--- src/rtl/aes_round_controller.sv ---
`default_nettype none
// +--------------------------------------------------------------------+
// | Module   : aes_round_controller                                     |
// | Brief    : Sequences the AES-128 initial key add and cipher rounds   |
// |            around a shared combinational round datapath.            |
// | Revision : 1.0  initial release                                      |
// +--------------------------------------------------------------------+
module aes_round_controller #(
    parameter int NUM_ROUNDS = 10
) (
    input  logic         clk,
    input  logic         rst,
    input  logic         in_valid,
    output logic         in_ready,
    input  logic [127:0] plaintext,
    output logic [3:0]   round_idx,
    input  logic [127:0] round_key,
    input  logic         key_valid,
    output logic [127:0] dp_state,
    output logic         dp_bypass_mix,
    input  logic [127:0] dp_result,
    output logic         out_valid,
    input  logic         out_ready,
    output logic [127:0] ciphertext,
    output logic         busy
);

    localparam logic [3:0] c_last_round = 4'(NUM_ROUNDS);

    typedef enum logic [1:0] {
        ST_IDLE  = 2'd0,
        ST_ROUND = 2'd1,
        ST_DONE  = 2'd2
    } state_t;

    state_t       r_state;
    state_t       w_state_nxt;
    logic [127:0] r_data;
    logic [127:0] w_data_nxt;
    logic [3:0]   r_round_idx;
    logic [3:0]   w_round_idx_nxt;

    always_ff @(posedge clk) begin
        if (rst) begin
            r_state     <= ST_IDLE;
            r_data      <= '0;
            r_round_idx <= '0;
        end else begin
            r_state     <= w_state_nxt;
            r_data      <= w_data_nxt;
            r_round_idx <= w_round_idx_nxt;
        end
    end

    always_comb begin
        w_state_nxt     = r_state;
        w_data_nxt      = r_data;
        w_round_idx_nxt = r_round_idx;
        case (r_state)
            ST_IDLE: begin
                if (in_valid && key_valid) begin
                    w_data_nxt      = plaintext ^ round_key;
                    w_round_idx_nxt = 4'd1;
                    w_state_nxt     = ST_ROUND;
                end
            end
            ST_ROUND: begin
                // A missing key simply freezes the round; no partial update.
                if (key_valid) begin
                    w_data_nxt = dp_result;
                    if (r_round_idx == c_last_round) begin
                        w_state_nxt = ST_DONE;
                    end else begin
                        w_round_idx_nxt = r_round_idx + 4'd1;
                    end
                end
            end
            ST_DONE: begin
                if (out_ready) begin
                    w_state_nxt     = ST_IDLE;
                    w_round_idx_nxt = '0;
                end
            end
            default: begin
                w_state_nxt     = ST_IDLE;
                w_round_idx_nxt = '0;
            end
        endcase
    end

    assign in_ready      = (r_state == ST_IDLE);
    assign out_valid     = (r_state == ST_DONE);
    assign busy          = (r_state != ST_IDLE);
    assign dp_bypass_mix = (r_state == ST_ROUND) && (r_round_idx == c_last_round);
    assign round_idx     = r_round_idx;
    assign dp_state      = r_data;
    assign ciphertext    = r_data;

endmodule
`default_nettype wire

--- config.mk ---
export PLATFORM = sky130hd
export DESIGN_NAME = aes_round_controller
export DESIGN_NICKNAME = d
export VERILOG_FILES = /design/src/rtl/aes_round_controller.sv
export SDC_FILE = /design/constraint.sdc
export NUM_CORES = 1
export LEC_CHECK = 0
export CORE_AREA = 2 2 258 260
export CTS_CLUSTER_SIZE = 24
export DETAILED_ROUTE_END_ITERATION = 10
export DIE_AREA = 0 0 260 262
export GPL_TIMING_DRIVEN = 0
export PLACE_DENSITY = 0.33
export SKIP_CTS_REPAIR_TIMING = 1
export SLEW_MARGIN = 0
export SYNTH_ARGS = -nofsm -noshare
export SYNTH_HDL_FRONTEND = slang
export SYNTH_SLANG_ARGS = --single-unit
--- constraint.sdc ---
create_clock -name clk -period 1.6 [get_ports clk]
set_input_delay 0.32 -clock clk [delete_from_list [all_inputs] [get_ports clk]]
set_output_delay 0.32 -clock clk [all_outputs]
set_load 0.05 [all_outputs]
==> results of run 1 <==
metal layers:
layer	part of all wire (%)	routed length (µm)	vias to the layer above
met5	0.030	13	-
met4	1.1	492	2
met3	9.1	3910	25
met2	54	23200	368
met1	36	15500	3598
li1	-	-	3891
where the power goes:
group          switching [mW]  internal (mW)
logic                    2.86           2.17
registers               0.257           3.59
clock network            1.83           2.66
total                    4.95           8.42
metrics by stage:
stage	area [µm²]	setup WS [ns]	util, %
2_1_floorplan	7820	0.0274	-
3_3_place_gp	15400	-1.44	23.6
3_5_place_dp	15400	-1.49	23.6
4_1_cts	16100	-1.43	24.6
5_1_grt	15600	-0.370	23.9
6_report	15600	-0.270	23.9
cell type report:
type | instances | area, µm² | area share, %
Inverter | 3 | 11.3 | 0.0722
Multi-Input combinational cell | 425 | 3900 | 25.0
Clock buffer | 18 | 439 | 2.82
Timing Repair Buffer | 672 | 5760 | 36.9
Buffer | 174 | 1480 | 9.48
Clock inverter | 14 | 199 | 1.28
Tap cell | 864 | 1080 | 6.93
Sequential cell | 134 | 2730 | 17.5
synth_stat cells:
library cell / count / area (µm²)
a21boi_0: 1 / 7.51
a21oi_1: 3 / 15.0
a221oi_1: 1 / 8.76
a31o_2: 1 / 8.76
a31oi_1: 1 / 6.26
and3_1: 1 / 6.26
buf_2: 19 / 95.1
buf_4: 139 / 1040
buf_6: 13 / 146
clkbuf_1: 3 / 11.3
dfxtp_1: 134 / 2680
ha_1: 2 / 25.0
inv_1: 3 / 11.3
mux2i_1: 128 / 1280
nand2_1: 2 / 7.51
nand2b_1: 2 / 12.5
nand3b_1: 4 / 30.0
nand4_1: 1 / 6.26
nand4b_1: 3 / 26.3
nor2_1: 4 / 15.0
nor2b_1: 2 / 12.5
nor4_1: 1 / 6.26
o211ai_1: 2 / 15.0
o21a_1: 1 / 7.51
o21ai_0: 2 / 10.0
o21ai_1: 1 / 5.00
o21ai_2: 1 / 8.76
o221a_2: 1 / 11.3
o22ai_1: 1 / 6.26
o2bb2ai_1: 128 / 1120
or3_4: 1 / 11.3
or3b_2: 2 / 17.5
xor2_1: 128 / 1120
state kept, by name, indices dropped and copies added (netlist names):
name,flops
round_idx,4
ciphertext,128
r_state,2
final timing paths:
check	from	slack, ns	endpoint
hold / removal	rst	0.29	r_state[1]$_SDFFE_PP0P_
hold reg to reg	ciphertext[70]$_SDFFE_PP0P_	0.48	ciphertext[70]$_SDFFE_PP0P_
setup reg to reg	r_state[1]$_SDFFE_PP0P_	-0.02	ciphertext[52]$_SDFFE_PP0P_
setup / recovery	r_state[1]$_SDFFE_PP0P_	-0.27	dp_bypass_mix
worst max-delay path, stage by stage, from the launching register on:
cell and delay, ns:
dfxtp_4 0.35, nand2b_4 0.13, buf_6 0.11, buf_12 0.12, buf_12 0.12, nor2_4 0.08, buf_8 0.15
kinds of logic after synthesis:
| kind of cell | synth area share, % |
|---|---|
| xor gates and xnor gates | 14.4 |
| DFF | 34.4 |
| adders and majority gates | 0.321 |
| and+or+nand+nor | 1.94 |
| buffers and inverters | 16.8 |
| AOI/OAI and AO/OA | 15.8 |
| muxes | 16.4 |
==> flow_summary.toml, run 1 <==
[clocking]
clk_latency_ns = 0.47
clkSinkCount = 134
clkTransAtPathRegs_ns = 0.07
htree_levels = 4
numCtsBuffers = 17
cts_buffer_depth = 2
cts_root_buffer = "clkbuf_16"
cts_tree = "built"

[critical_path]
cp-end-kind = "primary output"
reg2regPathDepth = 9
cp.required_ns = 1.28
path_max_fanout = 4
critPathLaunchType = "flip-flop"
critPathKind = "flip-flop to primary output"
arrival_ns = 1.55

[layout]
fill_cells = 7179
area_growth_pct = 100
drive_gt1_share_pct = 37.4
diodes = 0
final_common_cell = "clkdlybuf4s50_1"
final-instance-count-excl-fill = 2304
final_cell_mix = "clkdlybuf4s50_1 (386), buf_4 (169), clkbuf_2 (144)"
nNetsFinal = 1818

[route]
postRouteAntennaNets = 0
drtIter0Drc = 175
wl_um = 43100
drc = 0
wl_per_cell_um = 18.7
dr.pass1.iters = 4
via_count = 7884
vias_per_cell = 3.42

[floorplan]
start_util_pct = 11.9
die_h_um = 262
io_pins = 653
num_rows = 94
core_mm2 = 0.0653
die_area_mm2 = 0.0681
die_x_um = 260

[sta]
setup_violations = 10
timing.final.crit_share_pct = 117
whs_ns = 0.286
fmax_mhz = 535
fin_setup_tns_ns = -0.827
rsz0062_at_grt = "true"
maxSlewHeadroom_pct = 62.7
clock_skew_ns = 0.00696
fin_crit_ns = 1.87
finalMaxSlewViolations = 0
finalHoldViolCount = 0
tightest_slew_ns = 0.558
setup_slack_ns = -0.270

[synth]
synthCells = 736
syn_area_per_cell_um2 = 10.6
syn_area_mm2 = 0.00780
yosysWarnings = 0
ys_types = 33
synth.yosys.seq_area_share_pct = 34.4
synth.net_count = 1127
ys_ff_latch = 134

[global_routing]
grt_use_met1_pct = 11.7
grt_max_degree = 17
grt_pass1_vias = 8200
antenna_found_initial = 1
grt_usage_pct = 11.8
overflow = 0
grt_pass1_wl_um = 56700
grt_util_met3_pct = 4.96
grt.busiest_layer = "met2"
use_met2_pct = 22.5

[placed_design]
post-dp-hpwl_um = 34900
dpl.cell_count = 2251
portBuffers = 651
gp_congestion = 0.745

[pwr]
power.total_mw = 13.4
p_leak_nw = 7.24
max-vdd-ir-drop_v = 0.000586
power_density_mw_per_mm2 = 857

[flow_run]
maxCapViolCount = 0

[status]
status = "finished, violations left"
violations = "setup timing"

[worst_hold_path]
hp-class = "input pin to flip-flop"
worstHoldPathCells = 2
Power figures use the tool's default switching activity.
==> run 2, diff against run 1 <==
--- a/config.mk
+++ b/config.mk
@@ -10,7 +10,7 @@
 export DETAILED_ROUTE_END_ITERATION = 10
 export DIE_AREA = 0 0 260 262
 export GPL_TIMING_DRIVEN = 0
-export PLACE_DENSITY = 0.33
+export PLACE_DENSITY_LB_ADDON = 0.05
 export SKIP_CTS_REPAIR_TIMING = 1
 export SLEW_MARGIN = 0
 export SYNTH_ARGS = -nofsm -noshare
==> flow_summary.toml, run 2 (same netlist as run 1, synthesis figures left out) <==
[status]
status = "finished, violations left"
violations = "setup timing"

[clocking]
htree_levels = 4
cts_root_buffer = "clkbuf_16"
clkTransAtPathRegs_ns = 0.06
numCtsBuffers = 17
cts_buffer_depth = 2
clk_latency_ns = 0.48
cts_tree = "built"
clkSinkCount = 134

[sta]
setup_violations = 4
timing.final.crit_share_pct = 121
maxSlewHeadroom_pct = 65.8
rsz0062_at_grt = "true"
tightest_slew_ns = 0.513
clock_skew_ns = 0.00621
fmax_mhz = 516
finalMaxSlewViolations = 0
finalHoldViolCount = 0
setup_slack_ns = -0.340
fin_crit_ns = 1.94

[critical_path]
arrival_ns = 1.62
r2r_start = "r_state[1]$_SDFFE_PP0P_"
critPathKind = "flip-flop to primary output"
rrSetupSlack_ns = 0.03
reg2regPathDepth = 6
rr_endpoint = "ciphertext[71]$_SDFFE_PP0P_"
cp-end-kind = "primary output"
path_max_fanout = 7
cp.required_ns = 1.28
critPathLaunchType = "flip-flop"

[pwr]
max-vdd-ir-drop_v = 0.000816
power_density_mw_per_mm2 = 835
p_leak_nw = 7.16

[flow_run]
maxCapViolCount = 0

[floorplan]
die_h_um = 262
start_util_pct = 11.9
num_rows = 94
io_pins = 653
die_area_mm2 = 0.0681
die_x_um = 260
core_mm2 = 0.0653

[placed_design]
portBuffers = 651
gp_congestion = 0.757
dpl_cell_area_mm2 = 0.0154
post-dp-hpwl_um = 37000

[worst_hold_path]
min_from = "rst"
worstHoldPathCells = 2
hp-class = "input pin to flip-flop"
min_to = "round_idx[3]$_SDFFE_PP0P_"

[layout]
area_growth_pct = 101
fin_util_pct = 24.0
largest_register_ffs = 128
final_common_cell = "clkdlybuf4s50_1"
fill_cells = 7161
drive_gt1_share_pct = 39.2
nNetsFinal = 1820
final_cell_mix = "clkdlybuf4s50_1 (386), buf_4 (166), clkbuf_2 (130)"
design_area_mm2 = 0.0157

[route]
vias_per_cell = 3.42
postRouteAntennaNets = 0
drc = 0
via_count = 7898
wl_um = 45700
drtIter0Drc = 219
wl_per_cell_um = 19.8
dr.pass1.iters = 4

[global_routing]
grt_max_degree = 17
grt_pass1_wl_um = 59400
grt_pass1_vias = 7962
overflow = 0
antenna_found_initial = 10
grt_usage_pct = 12.6
run 2: area by class of cell:
cell class	instances	area (µm²)	area share, %
Tap cell	864	1080	6.90
Inverter	3	13.8	0.0879
Multi-Input combinational cell	425	3980	25.4
Timing Repair Buffer	674	5780	36.9
Clock inverter	9	100	0.639
Buffer	174	1460	9.30
Clock buffer	23	478	3.05
Sequential cell	134	2750	17.6
Antenna cell	5	12.5	0.0799
run 2: worst max-delay path: stages (launching register included):
cell      delay (ns)
dfxtp_4         0.35
nand2b_4        0.13
buf_6           0.12
buf_12          0.13
buf_12          0.13
nor2_4          0.11
buf_8           0.16
run 2: per-layer routing:
layer	GRT usage, %	up-vias	part of all wire, %
met1	13.4	3638	38
li1	-	3905	-
met2	23.0	310	53
met3	4.61	37	7.2
met4	3.90	8	1.3
met5	0	-	0.13
run 2: metrics by stage:
stage | hold WS, ns | std cells | power, mW | setup slack (ns) | TNS [ns]
after floorplan | 0.486 | 736 | 6.75 | 0.0274 | 0
after global placement | 0.470 | 2251 | 9.20 | -1.42 | -142.32
after detailed placement | 0.475 | 2251 | 9.18 | -1.42 | -142.61
after CTS | 0.168 | 2283 | 13.6 | -1.47 | -216.08
after global routing | 0.287 | 2308 | 13.8 | -0.435 | -2.72
final | 0.311 | 2311 | 13.1 | -0.340 | -0.892
run 2: how the worst max path moves through the flow:
stage                                          from                           to  slack [ns]
after floorplan           round_idx[1]$_SDFFE_PP0P_                dp_bypass_mix        0.03
after global placement                    key_valid  ciphertext[71]$_SDFFE_PP0P_       -1.42
after detailed placement                  key_valid  ciphertext[66]$_SDFFE_PP0P_       -1.42
after CTS                   r_state[1]$_SDFFE_PP0P_                dp_bypass_mix       -1.47
after global routing        r_state[1]$_SDFFE_PP0P_                dp_bypass_mix       -0.43
final                       r_state[1]$_SDFFE_PP0P_                dp_bypass_mix       -0.34
run 2: power by group:
part,total (mW),internal [mW],switching [mW]
clock network,4.16,2.40,1.77
registers,3.85,3.60,0.252
logic,5.06,2.19,2.87
total,13.1,8.18,4.89
==> run 3, diff against run 2 <==
--- a/config.mk
+++ b/config.mk
@@ -9,6 +9,7 @@
 export CTS_CLUSTER_SIZE = 24
 export DETAILED_ROUTE_END_ITERATION = 10
 export DIE_AREA = 0 0 260 262
+export GPL_ROUTABILITY_DRIVEN = 1
 export GPL_TIMING_DRIVEN = 0
 export PLACE_DENSITY_LB_ADDON = 0.05
 export SKIP_CTS_REPAIR_TIMING = 1
==> results of run 3 <==
Same layout as run 2: the final DEF is identical, and so are final timing and power.
